<file path="src/rtl/mul_div_unit.sv">
// mul_div_unit: HI/LO multiply/divide unit.
// Multiplies complete after MUL_LATENCY cycles. Divides use a radix-2
// restoring loop on operand magnitudes, WIDTH steps plus one fix-up cycle.
// HI/LO also accept direct writes (MTHI/MTLO) while the unit is idle.
module mul_div_unit #(
  parameter int WIDTH       = 32,
  parameter int MUL_LATENCY = 3
) (
  input  logic             clk,
  input  logic             resetn,
  input  logic             start,
  input  logic [2:0]       op,
  input  logic [WIDTH-1:0] src_a,
  input  logic [WIDTH-1:0] src_b,
  input  logic             flush,
  input  logic             hi_we,
  input  logic             lo_we,
  input  logic [WIDTH-1:0] wdata,
  output logic             busy,
  output logic             done,
  output logic [WIDTH-1:0] hi_out,
  output logic [WIDTH-1:0] lo_out
);

  typedef enum logic [1:0] {
    S_IDLE = 2'd0,
    S_MUL  = 2'd1,
    S_DIV  = 2'd2
  } state_e;

  localparam logic [WIDTH-1:0] ONE      = {{(WIDTH-1){1'b0}}, 1'b1};
  localparam logic [WIDTH-1:0] ALL_ONES = {WIDTH{1'b1}};
  localparam logic [7:0]       MUL_LAST = 8'(MUL_LATENCY);
  localparam logic [7:0]       DIV_LAST = 8'(WIDTH);

  // Two's-complement negation.
  function automatic logic [WIDTH-1:0] negate(input logic [WIDTH-1:0] v);
    return ~v + ONE;
  endfunction

  // Absolute value when the operand is treated as signed.
  function automatic logic [WIDTH-1:0] magnitude(input logic [WIDTH-1:0] v, input logic sgn);
    return (sgn && v[WIDTH-1]) ? negate(v) : v;
  endfunction

  // Sign- or zero-extension to the double-width product size.
  function automatic logic [2*WIDTH-1:0] extend(input logic [WIDTH-1:0] v, input logic sgn);
    return sgn ? {{WIDTH{v[WIDTH-1]}}, v} : {{WIDTH{1'b0}}, v};
  endfunction

  state_e           state_q, state_d;
  logic [2:0]       op_q, op_d;
  logic [WIDTH-1:0] a_q, a_d, b_q, b_d;
  logic [WIDTH-1:0] rem_q, rem_d, quot_q, quot_d, dvs_q, dvs_d;
  logic [7:0]       cnt_q, cnt_d;
  logic [WIDTH-1:0] hi_q, hi_d, lo_q, lo_d;
  logic             done_q, done_d;

  logic [2*WIDTH-1:0] prod_s, acc_s, mul_res_s;
  logic [WIDTH:0]     shifted_s;
  logic [WIDTH-1:0]   diff_s;
  logic               ge_s, q_neg_s, r_neg_s;

  // Datapath: multiply/accumulate result and one restoring-divide step.
  always_comb begin
    prod_s    = extend(a_q, ~op_q[0]) * extend(b_q, ~op_q[0]);
    acc_s     = {hi_q, lo_q};
    if (op_q[2]) begin
      mul_res_s = op_q[1] ? (acc_s - prod_s) : (acc_s + prod_s);
    end else begin
      mul_res_s = prod_s;
    end
    shifted_s = {rem_q, quot_q[WIDTH-1]};
    ge_s      = (shifted_s >= {1'b0, dvs_q});
    diff_s    = shifted_s[WIDTH-1:0] - dvs_q;
    q_neg_s   = ~op_q[0] & (a_q[WIDTH-1] ^ b_q[WIDTH-1]);
    r_neg_s   = ~op_q[0] & a_q[WIDTH-1];
  end

  // Next-state and register-update logic for the IDLE/MUL/DIV controller.
  always_comb begin
    state_d = state_q;
    op_d    = op_q;
    a_d     = a_q;
    b_d     = b_q;
    rem_d   = rem_q;
    quot_d  = quot_q;
    dvs_d   = dvs_q;
    cnt_d   = cnt_q;
    hi_d    = hi_q;
    lo_d    = lo_q;
    done_d  = 1'b0;
    case (state_q)
      S_IDLE: begin
        if (hi_we) begin
          hi_d = wdata;
        end else begin
          hi_d = hi_q;
        end
        if (lo_we) begin
          lo_d = wdata;
        end else begin
          lo_d = lo_q;
        end
        if (start && !flush) begin
          op_d = op;
          a_d  = src_a;
          b_d  = src_b;
          if (op[2:1] == 2'b01) begin
            state_d = S_DIV;
            rem_d   = {WIDTH{1'b0}};
            quot_d  = magnitude(src_a, ~op[0]);
            dvs_d   = magnitude(src_b, ~op[0]);
            cnt_d   = 8'd0;
          end else begin
            state_d = S_MUL;
            cnt_d   = 8'd1;
          end
        end else begin
          state_d = S_IDLE;
        end
      end
      S_MUL: begin
        if (flush) begin
          state_d = S_IDLE;
        end else if (cnt_q == MUL_LAST) begin
          {hi_d, lo_d} = mul_res_s;
          done_d       = 1'b1;
          state_d      = S_IDLE;
        end else begin
          cnt_d = cnt_q + 8'd1;
        end
      end
      S_DIV: begin
        if (flush) begin
          state_d = S_IDLE;
        end else if (cnt_q == DIV_LAST) begin
          // Fix-up cycle: restore signs, or apply the divide-by-zero result.
          if (b_q == {WIDTH{1'b0}}) begin
            lo_d = ALL_ONES;
            hi_d = a_q;
          end else begin
            lo_d = q_neg_s ? negate(quot_q) : quot_q;
            hi_d = r_neg_s ? negate(rem_q) : rem_q;
          end
          done_d  = 1'b1;
          state_d = S_IDLE;
        end else begin
          rem_d  = ge_s ? diff_s : shifted_s[WIDTH-1:0];
          quot_d = {quot_q[WIDTH-2:0], ge_s};
          cnt_d  = cnt_q + 8'd1;
        end
      end
      default: begin
        state_d = S_IDLE;
      end
    endcase
  end

  // State and datapath registers, cleared asynchronously by resetn.
  always_ff @(posedge clk or negedge resetn) begin
    if (!resetn) begin
      state_q <= S_IDLE;
      op_q    <= 3'd0;
      a_q     <= {WIDTH{1'b0}};
      b_q     <= {WIDTH{1'b0}};
      rem_q   <= {WIDTH{1'b0}};
      quot_q  <= {WIDTH{1'b0}};
      dvs_q   <= {WIDTH{1'b0}};
      cnt_q   <= 8'd0;
      hi_q    <= {WIDTH{1'b0}};
      lo_q    <= {WIDTH{1'b0}};
      done_q  <= 1'b0;
    end else begin
      state_q <= state_d;
      op_q    <= op_d;
      a_q     <= a_d;
      b_q     <= b_d;
      rem_q   <= rem_d;
      quot_q  <= quot_d;
      dvs_q   <= dvs_d;
      cnt_q   <= cnt_d;
      hi_q    <= hi_d;
      lo_q    <= lo_d;
      done_q  <= done_d;
    end
  end

  assign busy   = (state_q != S_IDLE);
  assign done   = done_q;
  assign hi_out = hi_q;
  assign lo_out = lo_q;

endmodule

</file>
<file path="config.mk">
export PLATFORM = sky130hd
export DESIGN_NAME = mul_div_unit
export DESIGN_NICKNAME = d
export VERILOG_FILES = /design/src/rtl/mul_div_unit.sv
export SDC_FILE = /design/constraint.sdc
export NUM_CORES = 2
export LEC_CHECK = 0
export ABC_AREA = 0
export BUFFER_PORTS_ARGS = -buffer_cell sky130_fd_sc_hd__buf_2
export CORE_MARGIN = 3
export CORE_UTILIZATION = 40
export CTS_BUF_LIST = sky130_fd_sc_hd__clkbuf_8
export CTS_CLUSTER_DIAMETER = 80
export CTS_CLUSTER_SIZE = 40
export DETAILED_ROUTE_END_ITERATION = 10
export PLACE_DENSITY = 0.59
export SLEW_MARGIN = 0
export SYNTH_ARGS = -nofsm -noshare
export SYNTH_HDL_FRONTEND = slang
export SYNTH_SLANG_ARGS = --single-unit
</file>
<file path="constraint.sdc">
create_clock -name clk -period 20.4 [get_ports clk]
set_input_delay 5.1 -clock clk [delete_from_list [all_inputs] [get_ports clk]]
set_output_delay 5.1 -clock clk [all_outputs]
set_load 0.02 [all_outputs]
</file>
==> metrics.cfg <==
[sta]
fin_skew_ns=0.0881
fin_crit_sh_pct=71.1
drv_slew=0
max_freq_ghz=0.0690
min_period_ns=14.50
finalSetupViolations=0
hold_viol_final=0
maxSlewHeadroom_pct=24.4
fin_setup_tns_ns=0
rsz0062_at_grt=false
worst_slew_pin_slew_ns=1.12

[routing]
drt-pass1-iter-count=7
viasPerCell=5.46
wl_um=240000
drt_iter0_markers=4447
wl_per_cell_um=23.9
antenna_left=0
drcViolationCount=0
via_count=54839

[worst_hold_path]
holdPathEnd=b_q[7]
whs_path_depth=2
hp-class=reg -> reg
worstHoldStart=b_q[7]

[clock_tree]
ctsHtreeMaxLevel=1
clk-insertion-delay-late_ns=0.71
clockBufferDepth=3
post_cts_buffers=0
post_cts_resized=0
cts_tree=built
clk_pin_slew_ns=0.16
clock-sinks=238
hold_buffers=0
cts_made_buffers=18
cts_root_buf=clkbuf_8

[layout]
fin_nets=9674
drive_above_1_share_pct=5.80
fillers=17026
syn_to_final_growth_pct=5.26

[worst_setup_path]
arrival_ns=15.13
rrSetupSlack_ns=5.90
cp_slowest_cell=o311ai_0
reg2reg_from=a_q[31]
endpoint_kind=register
worst_setup_path_start_kind=register
critPathKind=reg -> reg
worst_path_largest_cell_delay_ns=0.76
crit_buf_inv=9
crit_top_cell=fa_1
critical_path_required_ns=21.03
crit_family=adder cells
r2r_cells=48
rr_endpoint=hi_out[31]
critPathMaxFanout=45
crit_start=a_q[31]

[synth]
ys_seq_area_share_pct=8.62
synth_cell_types=83
synthesis.nets=9785
synth_seq_cells=238
synthFlopType=dfrtp_1
syn_inst=7839
yosysMostFrequentCell=inv_1
async_flop_share_pct=100
synth-edff-count=0
synth_area_um2=69100
ys_warn_count=0
synth_top_area_share_pct=41.6
synth_common_cells=inv_1, fa_1, nand2_1
synth_area_per_cell_um2=8.81
yosys.area.top_type=fa_1
synthTopCellsByArea=fa_1, inv_1, dfrtp_1

[global_route]
grt_pass1_wl_um=367000
overflow=0
antenna_found_initial=18
track_usage_pct=27.1
grt_max_degree=97
grt_pass1_vias=57832

[placement]
gp_congestion=0.972
port-buffer-count=170
post-dp-hpwl_um=194000

[run]
drv_cap=0

[die]
top_level_ports=171
die_y_um=422
dieWidth_um=422
rows=151
initial_core_util_pct=40.5
core_area_um2=171000
die-area_um2=178000

[outcome]
status=finished, final reports clean

-- per-layer routing --
| metal | global-route usage [%] | up-vias | share of wire, % |
|---|---|---|---|
| li1 | - | 24001 | - |
| met1 | 37.0 | 28547 | 42 |
| met2 | 45.2 | 1908 | 48 |
| met3 | 3.27 | 377 | 6.5 |
| met4 | 8.16 | 6 | 3.7 |
| met5 | 0 | - | 0.017 |
-- cells in the final DEF (no fill, tap or decap), types with 31 or more instances in the layout --
cell type / instances
a21o_1: 86
a21oi_1: 351
a31oi_1: 45
and2_1: 557
buf_2: 169
buf_4: 108
dfrtp_1: 226
fa_1: 1435
ha_1: 403
inv_1: 1637
mux2_2: 74
nand2_1: 892
nand3_1: 76
nand4_1: 35
nor2_1: 277
nor3_1: 72
nor4_1: 43
o21ai_0: 263
o311ai_0: 31
o31ai_1: 77
xnor2_1: 233
xor2_1: 114
-- how the worst max path moves through the flow --
stage | endpoint | slack, ns | cells past startpoint
2_1_floorplan | hi_out[31] | 7.65 | 52
3_3_place_gp | hi_out[31] | 6.30 | 47
3_5_place_dp | hi_out[31] | 6.13 | 48
4_1_cts | hi_out[31] | 6.08 | 48
5_1_grt | hi_out[31] | 5.14 | 46
6_report | hi_out[31] | 5.90 | 48
-- flip-flops by register name, summed over array words and instances (netlist names) --
register and cells:
lo_out 32, cnt_q 8, state_q 2, quot_q 32
a_q 32, done 1, hi_out 32, op_q 3
dvs_q 32, rem_q 32, b_q 32
-- through the flow --
step                      setup WS (ns)  std cells  utilization, %  area [um^2]  hold WS, ns
final                              5.90      10044            42.6        72700        0.500
after global placement             6.30      10003            42.3        72200        0.465
after CTS                          6.08      10035            42.6        72700        0.504
after floorplan                    7.65       7839               -        69100        0.450
after detailed placement           6.13      10003            42.3        72200        0.472
after global routing               5.14      10036            42.6        72700        0.526
-- layout make-up --
cell class                      instances  area (um^2)  area share (%)
Multi-Input combinational cell       5556        55500            76.4
Inverter                             1636         6140            8.44
Sequential cell                       238         5970            8.21
Tap cell                             2295         2870            3.95
Timing Repair Buffer                  278         1670            2.30
Clock buffer                           19          262           0.360
Clock inverter                         13          253           0.347
Antenna cell                            9         22.5          0.0310
-- kinds of logic after synthesis --
group	count (synthesis)	share of synthesized area, %
AND/OR/NAND/NOR	2154	15.2
AO/OA/AOI/OAI	1120	10.2
adder cells (fa/ha/maj)	1842	48.9
flip-flops	238	8.62
multiplexers	93	1.48
XOR/XNOR	347	4.40
buffers and inverters	2045	11.1
-- tightest hold or removal path, stage by stage, from the launching register on --
cell     delay (ns)
dfrtp_1        0.37
nand2_1        0.04
o21ai_0        0.06
Power is left out: the tool's default activity adds up to more than one toggle a clock period on the data nets, which glitch-free logic cannot reach.
